`config.mk`:
```
export PLATFORM = sky130hd
export DESIGN_NAME = channelif_n
export DESIGN_NICKNAME = d
export VERILOG_FILES = /design/src/rtl/channelif_n.sv
export SDC_FILE = /design/constraint.sdc
export NUM_CORES = 1
export LEC_CHECK = 0
export BUFFER_PORTS_ARGS = -buffer_cell sky130_fd_sc_hd__buf_4
export CORE_AREA = 2 2 94 96
export CTS_CLUSTER_SIZE = 12
export DETAILED_ROUTE_END_ITERATION = 6
export DIE_AREA = 0 0 96 98
export PLACE_DENSITY = 0.75
export SLEW_MARGIN = 20
export SYNTH_ARGS = -nofsm -noshare
export SYNTH_HDL_FRONTEND = slang
export SYNTH_SLANG_ARGS = --single-unit
```
`constraint.sdc`:
```
create_clock -name clk -period 6.2 [get_ports clk]
set_input_delay 0.31 -clock clk [delete_from_list [all_inputs] [get_ports clk]]
set_output_delay 0.31 -clock clk [all_outputs]
set_load 0.02 [all_outputs]
```
`src/rtl/channelif_n.sv`:
```
// Routes platform ingress to one of NUM_CH channels and one channel back to egress, locking the port address per frame.
// Latency: zero, fully combinational datapath; FSM state and drop counter update on the accepting edge.
// Backpressure: ready flows from the selected channel/platform; invalid ingress ports are dropped or stalled per DROP_INVALID.
module channelif_n #(
    parameter int NUM_CH       = 6,
    parameter int DATA_W       = 8,
    parameter int ADDR_W       = 4,
    parameter int DROP_INVALID = 1
) (
    input  logic                     clk,
    input  logic                     rst,
    input  logic                     in_sof,
    input  logic                     in_eof,
    input  logic                     in_src_rdy,
    output logic                     in_dst_rdy,
    input  logic [DATA_W-1:0]        in_data,
    input  logic [ADDR_W-1:0]        inport_addr,
    output logic                     out_sof,
    output logic                     out_eof,
    output logic                     out_src_rdy,
    input  logic                     out_dst_rdy,
    output logic [DATA_W-1:0]        out_data,
    input  logic [ADDR_W-1:0]        outport_addr,
    output logic [NUM_CH-1:0]        ch_out_sof,
    output logic [NUM_CH-1:0]        ch_out_eof,
    output logic [NUM_CH-1:0]        ch_out_src_rdy,
    input  logic [NUM_CH-1:0]        ch_out_dst_rdy,
    output logic [NUM_CH*DATA_W-1:0] ch_out_data,
    input  logic [NUM_CH-1:0]        ch_in_sof,
    input  logic [NUM_CH-1:0]        ch_in_eof,
    input  logic [NUM_CH-1:0]        ch_in_src_rdy,
    output logic [NUM_CH-1:0]        ch_in_dst_rdy,
    input  logic [NUM_CH*DATA_W-1:0] ch_in_data,
    output logic [NUM_CH-1:0]        ch_wen,
    output logic [NUM_CH-1:0]        ch_ren,
    output logic [2**ADDR_W-1:0]     wenables,
    output logic [2**ADDR_W-1:0]     renables,
    output logic                     in_busy,
    output logic                     out_busy,
    output logic [15:0]              drop_cnt
);

    localparam int NPORT = 2**ADDR_W;

    typedef enum logic [1:0] {I_IDLE, I_FWD, I_DROP} in_state_t;
    typedef enum logic       {O_IDLE, O_LOCK}        out_state_t;

    in_state_t         in_state, in_state_nxt;
    out_state_t        out_state, out_state_nxt;
    logic [ADDR_W-1:0] in_addr_q, in_addr_nxt, in_eff;
    logic [ADDR_W-1:0] out_addr_q, out_addr_nxt, out_eff;
    logic              in_eff_ok, in_acc, drop_inc, out_acc;
    logic [NUM_CH-1:0] sel;

    function automatic logic addr_ok(input logic [ADDR_W-1:0] a);
        return (a != '0) && (int'(a) <= NUM_CH);
    endfunction

    // Ingress routing. A start-of-frame beat always routes on the live address,
    // even inside a locked frame, so a framing error starts the new frame on its own port.
    always_comb begin
        in_eff = in_addr_q;
        if (in_state == I_IDLE || (in_state == I_FWD && in_sof))
            in_eff = inport_addr;
        in_eff_ok = addr_ok(in_eff);
        for (int k = 0; k < NUM_CH; k++)
            sel[k] = (in_state != I_DROP) && (in_eff == ADDR_W'(k + 1));
        ch_out_src_rdy = {NUM_CH{in_src_rdy}} & sel;
        ch_out_sof     = {NUM_CH{in_sof}};
        ch_out_eof     = {NUM_CH{in_eof}};
        ch_out_data    = {NUM_CH{in_data}};
        if (in_state == I_DROP)
            in_dst_rdy = 1'b1;
        else if (!in_eff_ok)
            in_dst_rdy = (DROP_INVALID != 0);
        else
            in_dst_rdy = |(sel & ch_out_dst_rdy);
        in_acc = in_src_rdy & in_dst_rdy;
    end

    // Ingress next state: sof (outside a drop) re-latches and counts a drop if the port is invalid.
    always_comb begin
        in_state_nxt = in_state;
        in_addr_nxt  = in_addr_q;
        drop_inc     = 1'b0;
        if (in_acc) begin
            if (in_sof && in_state != I_DROP) begin
                drop_inc = !in_eff_ok;
                if (in_eof) begin
                    in_state_nxt = I_IDLE;
                end else begin
                    in_addr_nxt  = inport_addr;
                    in_state_nxt = in_eff_ok ? I_FWD : I_DROP;
                end
            end else if (in_eof) begin
                in_state_nxt = I_IDLE;
            end
        end
    end

    // Egress mux: unselected or invalid ports read as idle zeros.
    always_comb begin
        out_eff       = (out_state == O_IDLE) ? outport_addr : out_addr_q;
        out_sof       = 1'b0;
        out_eof       = 1'b0;
        out_src_rdy   = 1'b0;
        out_data      = '0;
        ch_in_dst_rdy = '0;
        for (int k = 0; k < NUM_CH; k++) begin
            if (out_eff == ADDR_W'(k + 1)) begin
                out_sof          = ch_in_sof[k];
                out_eof          = ch_in_eof[k];
                out_src_rdy      = ch_in_src_rdy[k];
                out_data         = ch_in_data[k*DATA_W +: DATA_W];
                ch_in_dst_rdy[k] = out_dst_rdy;
            end
        end
        out_acc = out_src_rdy & out_dst_rdy;
    end

    // Egress next state: lock on a multi-beat frame start, release on its eof.
    always_comb begin
        out_state_nxt = out_state;
        out_addr_nxt  = out_addr_q;
        if (out_acc) begin
            if (out_state == O_IDLE && out_sof && !out_eof) begin
                out_state_nxt = O_LOCK;
                out_addr_nxt  = outport_addr;
            end else if (out_state == O_LOCK && out_eof) begin
                out_state_nxt = O_IDLE;
            end
        end
    end

    // One-hot enables of the effective addresses; write enables are blanked while dropping.
    always_comb begin
        for (int p = 0; p < NPORT; p++) begin
            wenables[p] = (in_state != I_DROP) && (in_eff == ADDR_W'(p));
            renables[p] = (out_eff == ADDR_W'(p));
        end
        ch_wen   = wenables[NUM_CH:1];
        ch_ren   = renables[NUM_CH:1];
        in_busy  = (in_state != I_IDLE);
        out_busy = (out_state == O_LOCK);
    end

    // State registers and saturating drop counter.
    always_ff @(posedge clk) begin
        if (rst) begin
            in_state   <= I_IDLE;
            out_state  <= O_IDLE;
            in_addr_q  <= '0;
            out_addr_q <= '0;
            drop_cnt   <= '0;
        end else begin
            in_state   <= in_state_nxt;
            out_state  <= out_state_nxt;
            in_addr_q  <= in_addr_nxt;
            out_addr_q <= out_addr_nxt;
            if (drop_inc && drop_cnt != 16'hFFFF)
                drop_cnt <= drop_cnt + 16'd1;
        end
    end

endmodule

```
==> impl_metrics.toml <==
[status]
outcome = "complete, no violations"

[die]
pin_count = 240
start_util = 0.359
die_area_um2 = 9410
num_rows = 34
die_y_um = 98
core-area_um2 = 8470
die_x_um = 96

[clock_tree]
worstSkewPairLatency_ns = 0.28
cts_setup_buffers = 0
cts_tree = "done"
clock_path_buffers = 2
clockRootBuffer = "clkbuf_8"
clock-sinks = 27
cts-hold-fix-buffers = 0
htree_levels = 1
cts_resized = 0
clk_pin_slew_ns = 0.10
cts_inserted_buffers = 3

[detailed_routing]
drt-met1-wl_um = 4250
routedWlPerCell_um = 15.8
drc = 0
wirelength_um = 9530
vias = 3144
ant_nets = 0
wl_met3_um = 665
vias_per_cell = 5.20
top_layer = "met4"
drt_iter0_drc = 210
first_pass_iters = 5
met2_length_um = 4500

[worst_setup_path]
critPathKind = "register to primary output"
slowest_delay_ns = 0.87
crit_path_cell_trace = "or3b_1 -> a22oi_1 -> a22oi_1 -> a32oi_2 -> buf_4"
worst_path_max_delay_cell = "a22oi_1"
cp_top_family = "compound AO/OA/AOI/OAI gates"
critPathLaunchType = "register"
critPathRequiredTime_ns = 5.89
worst-path-max-fanout = 23
cp_common_cell = "a22oi_1"
end_kind = "primary output"
crit_buf_inv = 1
critPathArrivalTime_ns = 3.12

[timing]
hold_viol = 0
clock_skew_ns = 0.00870
worst_pin_slew_ns = 1.10
max_slew_margin = 0.270
period_share = 0.553
rsz0062_at_grt = "false"
fmax_ghz = 0.292
fin_crit_ns = 3.43
final_max_slew_viol_count = 0
timing.setup.tns_ns = 0
worst_hold_slack_ns = 0.328
final-setup-viol-count = 0

[place]
dpl_cell_area_um2 = 3910
port-buffer-count = 183
place_congestion = 0.859
hpwl_um = 7760
dpl.cell_count = 601

[synthesis]
async_flop_share = 0
syn_nets = 494
synth-edff-count = 0
synth_compound_area_frac = 0.212
synth_area_um2 = 3040
synth_fa_ha_area_frac = 0.00412
syn_avg_cell_area_um2 = 7.62
synth_ff_type = "dfxtp_1"
synth-xor-area-share = 0.0346
synth-seq-cells = 27
yosys_warnings = 0
yosysSeqAreaShare = 0.178
synthSimpleGateAreaFrac = 0.315
synth_cell_types = 64
synth_mux_area_frac = 0.0296
synth_top_family_by_area = "simple AND/OR/NAND/NOR gates"
synthCells = 399

[global_routing]
grt_max_degree = 34
track_usage = 0.187
grt_pass1_wl_um = 14300
antenna_found_initial = 0
grt_pass1_vias = 2860
gr-total-overflow = 0

[final_layout]
regArea_um2 = 541
num_antenna_cells = 0
final_net_count = 593
drive_gt1_frac = 0.427
fin_area_um2 = 3960
final_cells = 605
multi_input_area_um2 = 1810
syn_to_final_growth_pct = 30.4
fill_cells = 816

[min_path]
hp-class = "primary input to register"

[power_and_ir_drop]
power.leakage_nw = 1.72
ir_worst_vdd_uv = 104
powerDensity_nw_per_um2 = 123

[run]
cap_violations = 0
[power by group]
| group | switching, W | leakage, nW | internal [W] |
|---|---|---|---|
| clock network | 0.0000580 | 0.0261 | 0.0000472 |
| registers | 0.00000425 | 0.218 | 0.000176 |
| logic | 0.000106 | 1.48 | 0.0000970 |
[tightest hold or removal path, stage by stage]
cell     delay [ns]
buf_4          0.12
mux2i_1        0.07
nor2_1         0.07
[placed cells by master, fill, tap and decap left out, types with 9 or more instances in the layout]
master      n
buf_4     183
nor2_1     59
inv_1      11
nor3_1     17
nand2b_1   12
and2_1     13
nand2_1    15
xnor2_1    10
a22oi_1    13
a31oi_1    12
mux2i_1     9
nand3b_1    9
dfxtp_1    27
[sequential cells by signal, summed over array words and instances, names as in the netlist]
signal	flops
in_addr_q	4
in_state	2
out_addr_q	4
drop_cnt	16
out_busy	1
[cell usage after synthesis (all sizes together), types with 2 or more instances]
cell / instances / area share
mux2i: 9 / 0.030
a221o: 3 / 0.011
or3b: 5 / 0.016
and3: 7 / 0.014
nor3b: 4 / 0.015
nand4: 5 / 0.010
nand3: 6 / 0.0099
dfxtp: 27 / 0.18
xor2: 2 / 0.0058
o221a: 3 / 0.014
o21ai: 9 / 0.015
o211ai: 2 / 0.0049
nor4: 3 / 0.0062
nand3b: 9 / 0.022
a22oi: 15 / 0.043
nand2b: 13 / 0.029
nor2: 60 / 0.075
clkbuf: 11 / 0.014
or3: 6 / 0.012
a21bo: 2 / 0.0066
a211oi: 3 / 0.0074
a31oi: 12 / 0.025
a21boi: 3 / 0.0074
nor3: 18 / 0.033
buf: 78 / 0.19
inv: 11 / 0.014
a222oi: 8 / 0.026
a21oi: 9 / 0.016
xnor2: 10 / 0.029
nand2: 15 / 0.019
and2: 14 / 0.030
[cells by family after synthesis]
| logic type | count (synthesis) |
|---|---|
| fa+ha+maj | 1 |
| xor+xnor | 12 |
| compound gates | 78 |
| flops | 27 |
| simple gates | 171 |
| buf+inv | 101 |
| mux | 9 |
[metal layers]
layer  vias to the layer above  GRT usage
met3                        15     0.0355
met4                         0     0.0363
met2                       114      0.298
met1                      1455      0.263
li1                       1560          -
met5                         -          0
[metrics by stage]
step,power [W],worst slack [ns],utilization
final,0.000488,2.77,0.468
after global placement,0.000385,3.13,0.462
after CTS,0.000492,2.80,0.468
after floorplan,0.000342,3.62,-
after global routing,0.000513,2.55,0.468
after detailed placement,0.000387,2.94,0.462
[worst paths after layout]
check                       start            end  slack, ns  cells after the start
setup / recovery         out_busy        out_eof       2.77                      5
hold / removal    outport_addr[2]  out_addr_q[2]       0.33                      3
setup reg to reg         out_busy  out_addr_q[0]       2.90                      7
hold reg to reg      in_addr_q[1]   in_addr_q[1]       0.51                      2
[cell type report]
cell class	count	area share
multi-input cells	271	0.456
repair buffers	183	0.347
clock buffers	3	0.0104
flip-flops and latches	27	0.136
well taps	108	0.0341
inverters	12	0.0145
clock inverters	1	0.00221
No activity file was read; power rests on OpenSTA's default activity.
